$ cat config.mk
export PLATFORM = sky130hd
export DESIGN_NAME = vedic4x4_pipe
export DESIGN_NICKNAME = d
export VERILOG_FILES = /design/src/rtl/vedic4x4_pipe.sv
export SDC_FILE = /design/constraint.sdc
export NUM_CORES = 1
export LEC_CHECK = 0
export ABC_AREA = 1
export CORE_MARGIN = 8
export CORE_UTILIZATION = 40
export CTS_CLUSTER_SIZE = 28
export DETAILED_ROUTE_END_ITERATION = 10
export PLACE_DENSITY = 0.59
export SLEW_MARGIN = 20
export SYNTH_ARGS = -nofsm -noshare
export SYNTH_HDL_FRONTEND = slang
export SYNTH_SLANG_ARGS = --single-unit
$ cat constraint.sdc
create_clock -name clk -period 3.4 [get_ports clk]
set_input_delay 0.34 -clock clk [delete_from_list [all_inputs] [get_ports clk]]
set_output_delay 0.34 -clock clk [all_outputs]
set_load 0.05 [all_outputs]
$ cat src/rtl/vedic4x4_pipe.sv
// Two-stage pipelined 4x4 Urdhva-Tiryakbhyam multiplier with valid/ready on both sides.
// Stage 1 registers four 2x2 partial products; stage 2 registers the combined 8-bit product.
module vedic4x4_pipe (
    input  logic       clk,
    input  logic       rst_n,
    input  logic [3:0] a,
    input  logic [3:0] b,
    input  logic       in_valid,
    output logic       in_ready,
    output logic [7:0] p,
    output logic       out_valid,
    input  logic       out_ready
);

    // 2x2 Vedic cell: vertical AND terms, crosswise sum through two half adders.
    function automatic logic [3:0] vedic2x2(input logic [1:0] x, input logic [1:0] y);
        logic cross_s;
        logic cross_c;
        logic top;
        cross_s = (x[1] & y[0]) ^ (x[0] & y[1]);
        cross_c = (x[1] & y[0]) & (x[0] & y[1]);
        top     = x[1] & y[1];
        return {top & cross_c, top ^ cross_c, cross_s, x[0] & y[0]};
    endfunction

    logic [3:0] pp_d [4];
    logic [3:0] pp_q [4];
    logic       s1_v_q;
    logic [7:0] p_q;
    logic       out_valid_q;

    logic       s2_adv;
    logic       accept;
    logic [4:0] mid_d;
    logic [4:0] t_d;
    logic [3:0] hi_d;
    logic [7:0] p_d;

    // Cell gi multiplies a-half (gi%2) by b-half (gi/2): q0, q1, q2, q3.
    for (genvar gi = 0; gi < 4; gi++) begin : g_cell
        assign pp_d[gi] = vedic2x2(a[2*(gi%2) +: 2], b[2*(gi/2) +: 2]);
    end

    assign s2_adv   = s1_v_q && (!out_valid_q || out_ready);
    assign in_ready = !s1_v_q || s2_adv;
    assign accept   = in_valid && in_ready;

    // Widths are trimmed to the largest reachable value, so dropped carries are always zero.
    assign mid_d = {1'b0, pp_q[1]} + {1'b0, pp_q[2]};
    assign t_d   = {3'b000, pp_q[0][3:2]} + mid_d;
    assign hi_d  = pp_q[3] + {1'b0, t_d[4:2]};
    assign p_d   = {hi_d, t_d[1:0], pp_q[0][1:0]};

    always_ff @(posedge clk) begin
        if (!rst_n) begin
            for (int i = 0; i < 4; i++) begin
                pp_q[i] <= 4'h0;
            end
            s1_v_q      <= 1'b0;
            p_q         <= 8'h00;
            out_valid_q <= 1'b0;
        end else begin
            if (accept) begin
                for (int i = 0; i < 4; i++) begin
                    pp_q[i] <= pp_d[i];
                end
            end
            if (in_ready) begin
                s1_v_q <= accept;
            end
            if (s2_adv) begin
                p_q         <= p_d;
                out_valid_q <= 1'b1;
            end else if (out_ready) begin
                out_valid_q <= 1'b0;
            end
        end
    end

    assign p         = p_q;
    assign out_valid = out_valid_q;

endmodule

=== Word level (Yosys, flattened, before mapping) ===
Memory sizes are Yosys's and may differ from the RTL's.
Index checks and enable logic that the tools add are counted.

* Word-level logic and storage cells: 60
* Output and inout bits: 10
* Register bits: 10
* Memories kept: 1
* Bits in writable memories: 16

* Reduce and logical (&&, ||, !) cells: 7
* Multiplexer cells: 10
* Add/subtract/negate cells: 3
* Bitwise logic cells: 36

{| class="wikitable"
|+ Memories
! memory !! words !! width !! read ports !! clocked after memory_dff !! wr ports !! RTL line !! source
|-
| pp_q || 4 || 4 || 4 || 0 || 4 || 27 || <nowiki>logic [3:0] pp_q [4];</nowiki>
|}

{| class="wikitable"
|+ Operators by type and width
! kind !! number
|-
| AND 1 bit || 24
|-
| 2-to-1 mux 4 bit || 4
|-
| bitwise XOR 1 bit || 8
|-
| 2-to-1 mux 1 bit || 6
|-
| adder 2 x 5 -> 5 bit || 1
|-
| adder 4 x 4 -> 5 bit || 1
|-
| adder 4 x 3 -> 4 bit || 1
|-
| bitwise OR 1 bit || 4
|-
| logical AND 1 bit || 2
|-
| zero test 1 bit || 2
|-
| logical OR 1 bit || 2
|-
| nonzero test 2 bit || 1
|}

=== Depth between registers and ports, before layout ===
Gate-level depths: netlist (run 1).

* Depth in word-level cells: 9
* Gate-level depth with buffers: 14
* Gate-level depth less buffers: 14

=== Worst setup path after synthesis (run 1) ===
OpenSTA, ideal clock, no wires.

* Kind: register to register
* Start: memory pp_q[0][3]
* End: register p_q[6], in the netlist p[6]
* Cell stages (with the launch flop): 9
* Arrival time: 2.365 ns
* Period minus slack after synthesis: 2.483 ns
* Path slack: 0.917 ns
* Required time: 3.282 ns
* Path buffers: 0
* Setup time: 0.118 ns
* Path through: edfxtp_1 -> fa_1 -> ha_1 -> fa_1 -> ha_1 -> inv_1 -> fa_1 -> xor2_1 -> a21oi_2

{| class="wikitable"
|+ RTL lines
! what !! RTL line !! source
|-
| from (decl) || 27 ||
|-
| to (signal assigned) || 72 || <nowiki>p_q <= p_d;</nowiki>
|-
| to (decl) || 29 || <nowiki>logic [7:0] p_q;</nowiki>
|}

==> flow_summary.json, run 1 <==
{
  "rrSetupSlack_ps": 750,
  "areaGrowthSynthToFinish_pct": 17.9,
  "cts_hold_buf": 0,
  "wl_um": 2520,
  "synth.top_cell.area_share": 0.310,
  "skew_ps": 6.60,
  "ir_worst_vdd_uv": 111,
  "num_rows": 22,
  "fin_setup_tns_ps": 0,
  "ys_warn_count": 0,
  "synthDistinctLibCells": 22,
  "crit_type": "reg2reg",
  "cts_buffers": 3,
  "synth_flop_cell": "edfxtp_1",
  "num_io_pins": 22,
  "synth_async_sr_flop_share": 0,
  "drive_gt1_frac": 0.113,
  "gr-total-overflow": 0,
  "placed_area_um2": 1780,
  "fmax_ghz": 0.377,
  "min_period_ps": 2650,
  "gp_congestion": 0.797,
  "power_density_nw_per_um2": 387,
  "endpoint_kind": "register",
  "cts_sinks": 26,
  "post_cts_buffers": 0,
  "status": "finished clean",
  "worst_slew_pin_slew_ps": 631,
  "synth_area_leaders": "edfxtp_1 31%, dfxtp_1 13%, ha_1 13%",
  "cts.clk_slew.worst_paths_ps": 80,
  "initial_utilization": 0.421,
  "place.port_buffers": 21,
  "antenna_found_initial": 0,
  "drtAntennaViolNets": 0,
  "syn-cell-area_um2": 1550,
  "synthesis.instances": 164,
  "yosysTopAreaCell": "edfxtp_1",
  "cp.arrival_ps": 2830,
  "dieArea_um2": 6130,
  "grt_pass1_vias": 1110,
  "yosysSeqAreaShare": 0.439,
  "vias": 1038,
  "core_region_area_um2": 3690,
  "grt_pass1_wl_um": 4260,
  "cts_tree": "yes",
  "critPathRequiredTime_ps": 3580,
  "viasPerCell": 4.44,
  "synth-edff-count": 16,
  "worst_setup_path_start_kind": "register",
  "first_pass_iters": 3,
  "htree_levels": 1,
  "cap_violations": 0,
  "drc_errors": 0,
  "clkLatencyLatePin_ps": 270,
  "syn_nets": 196,
  "wl_per_cell_um": 10.8,
  "cts_buffer_depth": 2,
  "ctsResizeCount": 0,
  "diodes": 0,
  "place_hpwl_um": 2140,
  "final_util": 0.496,
  "leakage_uw": 0.000896,
  "rsz0062_at_grt": "no",
  "slew_violations": 0,
  "fp.dieH_um": 78.3,
  "design_area_um2": 1830,
  "nNetsFinal": 219,
  "drt_iter0_markers": 25,
  "grtUsageTotal": 0.0864,
  "setup_viol": 0,
  "hold_viol": 0,
  "syn_area_per_cell_um2": 9.46,
  "dieWidth_um": 78.3,
  "worstHoldPathType": "reg2reg",
  "cts_root_buffer": "clkbuf_8",
  "synth_seq_cells": 26,
  "slew_headroom": 0.578,
  "finalPower_uw": 707,
  "worstPathMaxFanout": 2,
  "grt_max_degree": 17,
  "period_share": 0.779
}
[metrics by stage]
step                      cells  setup WS (ps)  hold WS [ps]
after detailed placement    230            726           470
after CTS                   234            720           491
final                       234            750           486
after global placement      230            853           466
after global routing        234            590           506
after floorplan             164            917           454
[per-layer routing]
layer | GRT usage | share of wire | vias up
li1 | - | - | 552
met1 | 0.0769 | 0.42 | 456
met2 | 0.161 | 0.49 | 25
met3 | 0.0239 | 0.060 | 5
met4 | 0.0667 | 0.028 | 0
met5 | 0 | 0 | -
[logic make-up after synthesis]
group	share of synthesized area
AOI/OAI and AO/OA	0.0750
xor gates and xnor gates	0.0169
adders and majority gates	0.181
buffers and inverters	0.128
DFF	0.439
and+or+nand+nor	0.160
[layout make-up]
type / count / area, um2
clock buffers: 4 / 45.0
fillers: 393 / 1860
inverters: 43 / 161
multi-input cells: 92 / 672
flip-flops and latches: 26 / 681
well taps: 48 / 60.1
repair buffers: 21 / 210
[placed cells by master, fill, tap and decap left out, drive strengths merged, types with 7 or more instances in the layout]
cell and instances:
a21oi 8, clkdlybuf4s50 21, dfxtp 10, edfxtp 16, ha 16, inv 43, nand2 20, nand3 7
nor2 23, o21ai 7
[registers in the layout, indices dropped and copies added (netlist names)]
signal and cells:
out_valid 1, s1_v_q 1, pp_q 16, p 8
[synthesized netlist by cell type, types with 2 or more instances]
cell type,count
edfxtp_1,16
inv_2,2
inv_1,41
nor2_2,4
ha_1,16
a21oi_2,2
nand2_1,20
fa_1,4
nand3_1,4
buf_6,2
o21ai_2,6
nor2_1,19
a21oi_1,5
xor2_1,2
dfxtp_1,10
nand3_2,2
nor3_1,4
[power by group]
part	switching, uW	internal, uW
Sequential	10.8	356
Combinational	101	65.3
Clock	89.6	83.8
[critical path, stage by stage (launching register included)]
cell,delay [ps]
edfxtp_1,400
fa_1,490
ha_1,240
fa_1,390
xnor2_1,290
inv_1,90
ha_1,300
nand2_1,70
nand2_1,50
nand3_1,70
nand3_2,70
nand2_1,70
inv_1,30
[worst paths after layout]
check | cells past startpoint | from | end
max | 12 | pp_q[0][3] | p[7]
max reg2reg | 12 | pp_q[0][3] | p[7]
min | 2 | pp_q[0][0] | p[0]
min reg2reg | 2 | pp_q[0][0] | p[0]
No activity file was read; power rests on OpenSTA's default activity.
==> run 2, diff against run 1 <==
==> constraint.sdc (replaced) <==
create_clock -name clk -period 2.7 [get_ports clk]
set_input_delay 0.27 -clock clk [delete_from_list [all_inputs] [get_ports clk]]
set_output_delay 0.27 -clock clk [all_outputs]
set_load 0.05 [all_outputs]
==> flow_summary.json, run 2 (synthesized netlist as in run 1, its figures left out) <==
{
  "status": "finished clean",
  "num_rows": 22,
  "place_hpwl_um": 2180,
  "cts.clk_slew.worst_paths_ps": 90,
  "wl_um": 2630,
  "slew_violations": 0,
  "skew_ps": 7.97,
  "critPathRequiredTime_ps": 2850,
  "cts_tree": "yes",
  "min_period_ps": 2570,
  "initial_utilization": 0.421,
  "grt_pass1_vias": 1153,
  "antenna_found_initial": 0,
  "setup_viol": 0,
  "diodes": 0,
  "gp_congestion": 0.798,
  "first_pass_iters": 4,
  "cts_buffer_depth": 2,
  "ir_worst_vdd_uv": 175,
  "cts_buffers": 3,
  "gr-total-overflow": 0,
  "design_area_um2": 1870,
  "nNetsFinal": 222,
  "clkLatencyLatePin_ps": 270,
  "r2r_cells": 8,
  "hold_viol": 0,
  "dpl_worst_slack_ps": 40.0,
  "dieWidth_um": 78.3,
  "worstPathMaxFanout": 2,
  "leakage_uw": 0.000917,
  "min_path_cells": 2,
  "period_share": 0.950,
  "wl_per_cell_um": 11.1,
  "place.port_buffers": 21,
  "placed_area_um2": 1790,
  "htree_levels": 1,
  "fmax_ghz": 0.390,
  "vias": 1052,
  "cp_common_cell": "fa_1",
  "max_stage_delay_ps": 500,
  "cts_root_buffer": "clkbuf_8",
  "core_region_area_um2": 3690,
  "crit_chain": "fa_1, ha_2, fa_1, ha_2, inv_1, fa_1, xor2_1, a21oi_2",
  "max_flop_register": "pp_q",
  "num_io_pins": 22,
  "cp.arrival_ps": 2710,
  "grtUsageTotal": 0.0915,
  "viasPerCell": 4.44,
  "crit_type": "reg2reg",
  "cts_hold_buf": 0,
  "grt_pass1_wl_um": 4640,
  "cap_violations": 0,
  "grt_max_degree": 17,
  "cts_sinks": 26,
  "final_common_cell": "inv_1",
  "drt_iter0_markers": 43,
  "largest_register_ffs": 16,
  "areaGrowthSynthToFinish_pct": 20.8,
  "worst_slew_pin_slew_ps": 636,
  "worstHoldPathType": "reg2reg",
  "dieArea_um2": 6130,
  "hold_slack_ps": 484,
  "final_cell_mix": "41 x inv_1, 21 x clkdlybuf4s50_1, 20 x nand2_1",
  "slew_headroom": 0.575,
  "fp.dieH_um": 78.3,
  "power_density_nw_per_um2": 496,
  "worst_setup_path_start_kind": "register",
  "setup_ws_ps": 135,
  "endpoint_kind": "register",
  "drive_gt1_frac": 0.148,
  "slowest_stage": "fa_1",
  "drtAntennaViolNets": 0,
  "drc_errors": 0
}
[run 2: timing repair]
item	in CTS	in global routing
setup buffers	0	2
setup endpoints to repair	0	2
gates resized for setup	0	3
[run 2: final timing paths]
check	from	end	slack, ps
worst max-delay path	pp_q[0][9]	p[6]	130
worst min-delay path	pp_q[0][0]	p[0]	480
worst max register to register	pp_q[0][9]	p[6]	130
worst min register to register	pp_q[0][0]	p[0]	480
[run 2: per-stage QoR]
stage	util	power, uW	TNS (ps)	instances
floorplan	-	621	0	164
finish	0.508	929	0	237
global route	0.508	975	-19.6	237
global placement	0.486	680	0	231
detailed placement	0.486	689	0	231
CTS	0.501	932	0	235
[run 2: routing by layer]
layer / track usage / share of wire / up-vias
li1: - / - / 558
met4: 0.0444 / 0.020 / 0
met3: 0.0171 / 0.043 / 4
met5: 0 / 0 / -
met2: 0.171 / 0.50 / 24
met1: 0.0950 / 0.44 / 466
[run 2: cell type report]
class                      count  area [um2]
fill                         356        1810
inverter                      43         161
multi-input combinational     92         684
clock buffer                   4        55.1
timing repair buffer          24         233
sequential                    26         681
tap                           48        60.1
[run 2: worst max-delay path: cells and delay by family, from the launching register on]
kind / cells / cell delay (ps)
adders and majority gates: 5 / 1750
AOI/OAI and AO/OA: 1 / 70
xor gates and xnor gates: 1 / 170
DFF: 1 / 400
buffers and inverters: 1 / 50
[run 2: power by group]
part / leakage, uW / total [uW] / switching (uW) / internal [uW]
combinational: 0.000629 / 219 / 131 / 88.3
sequential: 0.000260 / 463 / 13.9 / 449
clock: 0.0000288 / 247 / 117 / 130
